==> src/rtl/sram_bank_if.sv <==
// Request/response channel bundle for sram_bank: valid/ready request with
// byte enables, valid/ready response with read data and range error.
interface sram_bank_if #(
  parameter int DATA_W = 32,
  parameter int ADDR_W = 6
);
  logic                  req_valid;
  logic                  req_ready;
  logic                  req_we;
  logic [ADDR_W-1:0]     req_addr;
  logic [DATA_W-1:0]     req_wdata;
  logic [DATA_W/8-1:0]   req_be;
  logic                  rsp_valid;
  logic                  rsp_ready;
  logic [DATA_W-1:0]     rsp_rdata;
  logic                  rsp_err;

  modport master (
    output req_valid, req_we, req_addr, req_wdata, req_be, rsp_ready,
    input  req_ready, rsp_valid, rsp_rdata, rsp_err
  );

  modport slave (
    input  req_valid, req_we, req_addr, req_wdata, req_be, rsp_ready,
    output req_ready, rsp_valid, rsp_rdata, rsp_err
  );
endinterface

==> src/rtl/sram_bank.sv <==
// Single-port SRAM bank: DEPTH x DATA_W words, one access in flight.
// Each access walks IDLE -> WL (decode/range check) -> PULSE (array access)
// -> RESP (hold response until consumed). Storage is not reset.
module sram_bank #(
  parameter int DATA_W = 32,
  parameter int DEPTH  = 64,
  parameter int ADDR_W = $clog2(DEPTH)
) (
  input  logic        clk,
  input  logic        rst_n,
  sram_bank_if.slave  bus
);
  localparam int NB = DATA_W / 8;
  // One extra bit so DEPTH itself is representable when it is a power of two.
  localparam logic [ADDR_W:0] DEPTH_W = DEPTH[ADDR_W:0];

  typedef enum logic [1:0] {IDLE, WL, PULSE, RESP} state_t;

  state_t              state_q, state_d;
  logic                we_q;
  logic [ADDR_W-1:0]   addr_q;
  logic [DATA_W-1:0]   wdata_q;
  logic [NB-1:0]       be_q;
  logic                err_q;
  logic [DATA_W-1:0]   rdata_q;
  logic                rsp_err_q;
  logic                req_ready;
  logic                rsp_valid;

  logic [DATA_W-1:0]   mem [DEPTH];

  // State register; async reset drops any access in progress.
  always_ff @(posedge clk or negedge rst_n) begin
    if (!rst_n) state_q <= IDLE;
    else        state_q <= state_d;
  end

  // Next-state and handshake outputs.
  always_comb begin
    state_d   = state_q;
    req_ready = 1'b0;
    rsp_valid = 1'b0;
    case (state_q)
      IDLE: begin
        req_ready = 1'b1;
        if (bus.req_valid) state_d = WL;
      end
      WL:    state_d = PULSE;
      PULSE: state_d = RESP;
      RESP: begin
        rsp_valid = 1'b1;
        if (bus.rsp_ready) state_d = IDLE;
      end
      default: state_d = IDLE;
    endcase
  end

  // Request latch, range decode and response capture.
  always_ff @(posedge clk or negedge rst_n) begin
    if (!rst_n) begin
      we_q      <= 1'b0;
      addr_q    <= '0;
      wdata_q   <= '0;
      be_q      <= '0;
      err_q     <= 1'b0;
      rdata_q   <= '0;
      rsp_err_q <= 1'b0;
    end else begin
      case (state_q)
        IDLE: if (bus.req_valid) begin
          we_q    <= bus.req_we;
          addr_q  <= bus.req_addr;
          wdata_q <= bus.req_wdata;
          be_q    <= bus.req_be;
        end
        WL: err_q <= ({1'b0, addr_q} >= DEPTH_W);
        PULSE: begin
          rdata_q   <= (!we_q && !err_q) ? mem[addr_q] : '0;
          rsp_err_q <= err_q;
        end
        default: ;
      endcase
    end
  end

  // Array write at the edge leaving PULSE; state is reset-forced out of
  // PULSE, so a reset there suppresses the commit.
  always_ff @(posedge clk) begin
    if (state_q == PULSE && we_q && !err_q) begin
      for (int k = 0; k < NB; k++)
        if (be_q[k]) mem[addr_q][8*k +: 8] <= wdata_q[8*k +: 8];
    end
  end

  assign bus.req_ready = req_ready;
  assign bus.rsp_valid = rsp_valid;
  assign bus.rsp_rdata = rdata_q;
  assign bus.rsp_err   = rsp_err_q;
endmodule

==> src/flat_wrapper.sv <==
// flat-port wrapper written by rule: the top's interface ports become plain ports
module sram_bank_flat 
#(
  parameter int DATA_W = 32,
  parameter int DEPTH  = 64,
  parameter int ADDR_W = $clog2(DEPTH)
)
  (clk, rst_n, bus_req_valid, bus_req_we, bus_req_addr, bus_req_wdata, bus_req_be, bus_rsp_ready, bus_req_ready, bus_rsp_valid, bus_rsp_rdata, bus_rsp_err);
  sram_bank_if #(.DATA_W(DATA_W), .ADDR_W(ADDR_W)) bus_i ();
  input  logic clk;
  input  logic rst_n;
  input wire logic [$bits(bus_i.req_valid)-1:0] bus_req_valid;
  input wire logic [$bits(bus_i.req_we)-1:0] bus_req_we;
  input wire logic [$bits(bus_i.req_addr)-1:0] bus_req_addr;
  input wire logic [$bits(bus_i.req_wdata)-1:0] bus_req_wdata;
  input wire logic [$bits(bus_i.req_be)-1:0] bus_req_be;
  input wire logic [$bits(bus_i.rsp_ready)-1:0] bus_rsp_ready;
  output wire logic [$bits(bus_i.req_ready)-1:0] bus_req_ready;
  output wire logic [$bits(bus_i.rsp_valid)-1:0] bus_rsp_valid;
  output wire logic [$bits(bus_i.rsp_rdata)-1:0] bus_rsp_rdata;
  output wire logic [$bits(bus_i.rsp_err)-1:0] bus_rsp_err;
  assign bus_i.req_valid = bus_req_valid;
  assign bus_i.req_we = bus_req_we;
  assign bus_i.req_addr = bus_req_addr;
  assign bus_i.req_wdata = bus_req_wdata;
  assign bus_i.req_be = bus_req_be;
  assign bus_i.rsp_ready = bus_rsp_ready;
  assign bus_req_ready = bus_i.req_ready;
  assign bus_rsp_valid = bus_i.rsp_valid;
  assign bus_rsp_rdata = bus_i.rsp_rdata;
  assign bus_rsp_err = bus_i.rsp_err;
  sram_bank #(.DATA_W(DATA_W), .DEPTH(DEPTH), .ADDR_W(ADDR_W)) u_core (.clk(clk), .rst_n(rst_n), .bus(bus_i));
endmodule
==> config.mk <==
export PLATFORM = sky130hd
export DESIGN_NAME = sram_bank_flat
export DESIGN_NICKNAME = d
export VERILOG_FILES = /design/src/rtl/sram_bank_if.sv /design/src/rtl/sram_bank.sv /design/src/flat_wrapper.sv
export SDC_FILE = /design/constraint.sdc
export NUM_CORES = 2
export LEC_CHECK = 0
export CAP_MARGIN = 25
export CORE_AREA = 4 4 388 352
export CTS_CLUSTER_SIZE = 8
export DETAILED_ROUTE_END_ITERATION = 12
export DIE_AREA = 0 0 392 356
export PLACE_DENSITY = 0.78
export SYNTH_ARGS = -nofsm -noshare
export SYNTH_HDL_FRONTEND = slang
export SYNTH_SLANG_ARGS = --single-unit
==> constraint.sdc <==
create_clock -name clk -period 3.7 [get_ports clk]
set_input_delay 0.555 -clock clk [delete_from_list [all_inputs] [get_ports clk]]
set_output_delay 0.555 -clock clk [all_outputs]
set_load 0.1 [all_outputs]
After elaboration in Yosys (flattened, before gate mapping)
Memories as Yosys holds them, arrays and structs flattened.
Index checks and enable logic that the tools add are counted.
{ "totals": {"latch_bits": 0, "mem_count": 1, "out_inout_bits": 35, "wordCells": 34, "register_bits": 77, "mem_bits_ro": 0, "ramBits": 2048} }
{ "classes": {"bitwise": 0, "n_reduce_logical": 4, "order_cmp": 0, "n_mul": 0, "n_mux": 18, "n_addsub": 0, "eq_ne": 5, "shift": 0, "div_mod_pow": 0} }
{ "memory_table": {"columns": ["memory", "depth", "width", "read_ports", "rd_clocked_by_memory_dff", "wr", "line", "text"], "rows": [
  ["u_core.mem", 64, 32, 1, 0, 1, "sram_bank.sv:30", "logic [DATA_W-1:0] mem [DEPTH];"]
]} }
{ "op_table": {"columns": ["op", "n"], "rows": [
  ["$mux 32", 1],
  ["$mux 1", 14],
  ["$pmux 2 s4", 1],
  ["$eq 2x2->1 const B", 2],
  ["$mux 2", 2],
  ["$ne 2x2->1 const B", 2],
  ["$reduce_and 2->1", 2],
  ["$eq 2x1->1 const B", 1],
  ["$logic_not 2->1", 1],
  ["$logic_and 1x1->1", 1]
]} }

Logic depth before layout (Yosys ltp)
{ "logic_depth": {"depth_word": 4, "mapped_depth": 11} }

Worst setup path before layout
No wires, ideal clock.
{ "synth_timing": {"path_type": "register to register", "from": "register u_core.state_q[0]", "to": "memory u_core.mem[58][16], enable pin", "t_arrival_ns": 2.193, "path_slack_ns": 1.123, "synth_period_minus_slack_ns": 2.577, "path_buffers": 2, "path_stages_with_launch": 8, "required_time_ns": 3.317, "path_cell_list": "dfrtp_1 inv_1 ha_1 clkbuf_1 and3_1 clkbuf_1 nand2_1 nor3_1"} }
{ "synth_between": {"elab_chain_len": 4} }
{ "synth_lines": {"columns": ["element", "line", "text"], "rows": [
  ["start, declared", "sram_bank.sv:19", "state_t state_q, state_d;"],
  ["start signal, assigned", "sram_bank.sv:35", "else state_q <= state_d;"],
  ["$eq 2x2->1", "sram_bank.sv:89", "if (state_q == PULSE && we_q && !err_q) begin"],
  ["$logic_and 1x1->1", "sram_bank.sv:89", null],
  ["$mux 1", "sram_bank.sv:89", null],
  ["$mux 1 (implied by the code)", "sram_bank.sv:91", "if (be_q[k]) mem[addr_q][8*k +: 8] <= wdata_q[8*k +: 8];"],
  ["end, declared", "sram_bank.sv:30", null]
]} }
Every way passes these cells.

Final worst setup path
{ "layout_timing": {"from": "register u_core.addr_q[0]", "to": "memory u_core.mem[58][2], enable pin"} }
{ "layout_lines": {"columns": ["element", "line", "text"], "rows": [
  ["start, declared", "sram_bank.sv:21", "logic [ADDR_W-1:0] addr_q;"],
  ["start signal, assigned", "sram_bank.sv:72", "addr_q <= bus.req_addr;"]
]} }
No word-level cell before the write port.

==> metrics.csv <==
metric,value,unit
arrival,4.24,ns
cts.sinks,2125,
place_hpwl,147,mm
multi_input_area,16800,µm²
cp_top_family,simple AND/OR/NAND/NOR gates,
die-width,392,µm
final_area,95500,µm²
synthCells,4625,
cts_tree,built,
final_cell_mix,"2048 x edfxtp_1, 389 x a22oi_1, 381 x buf_4, 354 x nor2_1, 320 x clkbuf_16",
drt-pass1-iter-count,9,
syn-num-nets,4675,
dieHeight,356,µm
cp_slowest_cell,nor2_1,
path_cells,"buf_4, inv_1, nand2_2, nor2_1, nand2_1, nor2_1, buf_4",
critPathMaxFanout,18,
drive_above_1_share,0.200,
run_status,"complete, no violations",
clk_pin_slew,0.05,ns
ant_nets,0,
grt_pass1_wl,349,mm
nets,5136,
leakage,30.8,nW
final_util,0.720,
worst_pin_slew,1.10,ns
rsz0062_at_grt,false,
post-route-min-period,3.62,ns
ys_types,64,
crit_type,reg2reg,
fin_setup_tns,0,ns
hold_class,in2reg,
seqCellArea,63500,µm²
max-cap-violations,0,
power_density,870,nW/µm²
slew_violations,0,
std_cell_rows,127,
wl_per_cell,34.8,µm
finalClockSkew,0.0478,ns
area_growth_syn_to_layout,16.8,%
setup_viol,0,
worst-path-buf-inv,3,
dp_slack,0.316,ns
clockBufferDepth,4,
num-fill-cells,7519,
antenna_found_initial,15,
dieArea,140000,µm²
final_common_cell,edfxtp_1,
synthTopCellsByArea,"edfxtp_1 75%, a22oi_1 3.6%, mux4_2 3.5%",
grt_pass1_vias,50200,
worst_slack,0.0758,ns
peakVddDrop,0.000829,V
num_io_pins,82,
numCtsBuffers,315,
ys_seq_area_frac,0.776,
worstSetupEndpointType,flip-flop,
ys.flop_type,edfxtp_1,
grt-ovfl-total,0,
yosysWarnings,0,
core_area,133000,µm²
slowest_delay,0.74,ns
cts-resized-gates,0,
syn_area,81700,µm²
dpl_cell_area,86800,µm²
drc,0,
worstSkewPairLatency,0.92,ns
ys_ff_latch,2125,
worstPathRequired,4.32,ns
fmax,276,MHz
cts-root-buf,clkbuf_16,
viasPerCell,7.34,
synth.avg_cell_area,17.7,µm²
start_util,0.617,
hold_ws,0.266,ns
hold_viol,0,
postSynth.asyncResetShare,0.0362,
cp-start-kind,flip-flop,
max_slew_margin,0.265,
grt_use_total,0.347,
grt_max_degree,112,
drt_first_iter_violations,10100,
synth_top_area_frac,0.752,
io_buffers,80,
vias,51200,
routed_wl,243,mm
gp_congestion,0.956,
synth_largest_area_cell,edfxtp_1,
synth-edff-count,2048,
cts_max_level,5,
min_period_over_period,0.980,
==> what timing repair did <==
item / in CTS / in global routing
setup buffers: 0 / 0
endpoints found under the hold margin: 40 / 0
hold buffers: 1 / 0
==> through the flow <==
stage	total power, mW	cells
floorplan	46.2	4625
global placement	56.0	6495
finish	83.1	6980
detailed placement	56.8	6504
global route	84.9	6978
CTS	82.0	6973
==> final cells by class <==
class,instances,area share
antenna,2,0.0000524
clock buffer,463,0.0895
clock inverter,5,0.000498
inverter,8,0.000393
multi-input combinational,2138,0.176
sequential,2125,0.665
tap,1741,0.0228
timing repair buffer,498,0.0462
==> synthesized netlist by cell type (14+ instances only) <==
master    count
o21ai_0     130
o22a_1       27
o22ai_1     134
nand2_1      71
a21oi_1     105
o32a_1       16
nor3_1       34
mux2i_1     125
a221oi_1    215
buf_2       114
edfxtp_1   2048
nor2b_1      33
nand4_1      14
o32ai_1      29
a211oi_1     16
dfrtp_1      77
nor4_1       17
clkbuf_1    162
o221ai_1     26
buf_4        16
mux2_2      110
buf_1        49
nand3_1      17
mux4_2      128
a221o_1      28
or3_1        26
a22oi_1     389
nor2_1      358
==> registers in the layout, summed over array words and instances, names as in the netlist <==
| register | count |
|---|---|
| u_core.wdata_q | 32 |
| u_core.bus.rsp_rdata | 32 |
| u_core.we_q | 1 |
| u_core.mem | 2048 |
| u_core.addr_q | 6 |
| u_core.be_q | 4 |
| u_core.state_q | 2 |
==> cell families after synthesis <==
group / after synthesis / share of synthesized area
flip-flops: 2125 / 0.776
AO/OA/AOI/OAI: 1168 / 0.105
AND/OR/NAND/NOR: 602 / 0.0324
multiplexers: 364 / 0.0659
buffers and inverters: 362 / 0.0203
adder cells (fa/ha/maj): 3 / 0.000459
other: 1 / 0.0000459
==> path summary, 6_finish.rpt <==
path	start	endpoint	slack, ns	cells after the start
max	u_core.addr_q[0]	u_core.mem[58][2]	0.08	7
min in group asynchronous	rst_n	u_core.wdata_q[7]	0.29	2
max in group asynchronous	rst_n	u_core.addr_q[2]	2.41	3
min reg2reg	u_core.wdata_q[7]	u_core.wdata_q[7]	0.51	1
min	bus_req_wdata[26]	u_core.wdata_q[26]	0.27	2
max reg2reg	u_core.addr_q[0]	u_core.mem[58][2]	0.08	7
==> layer usage <==
metal	routed length, µm	part of all wire	vias up	track usage
li1	-	-	20000	-
met1	81900	0.34	25300	0.470
met2	108000	0.44	4935	0.509
met3	39700	0.16	894	0.127
met4	13100	0.054	18	0.160
met5	119	0.00049	-	0
==> power breakdown <==
group	switching, mW	leakage [nW]	internal (mW)
clock	9.61	4.14	15.7
sequential	2.54	19.4	30.5
combinational	17.1	7.35	7.65
(Power assumes the default switching activity.)
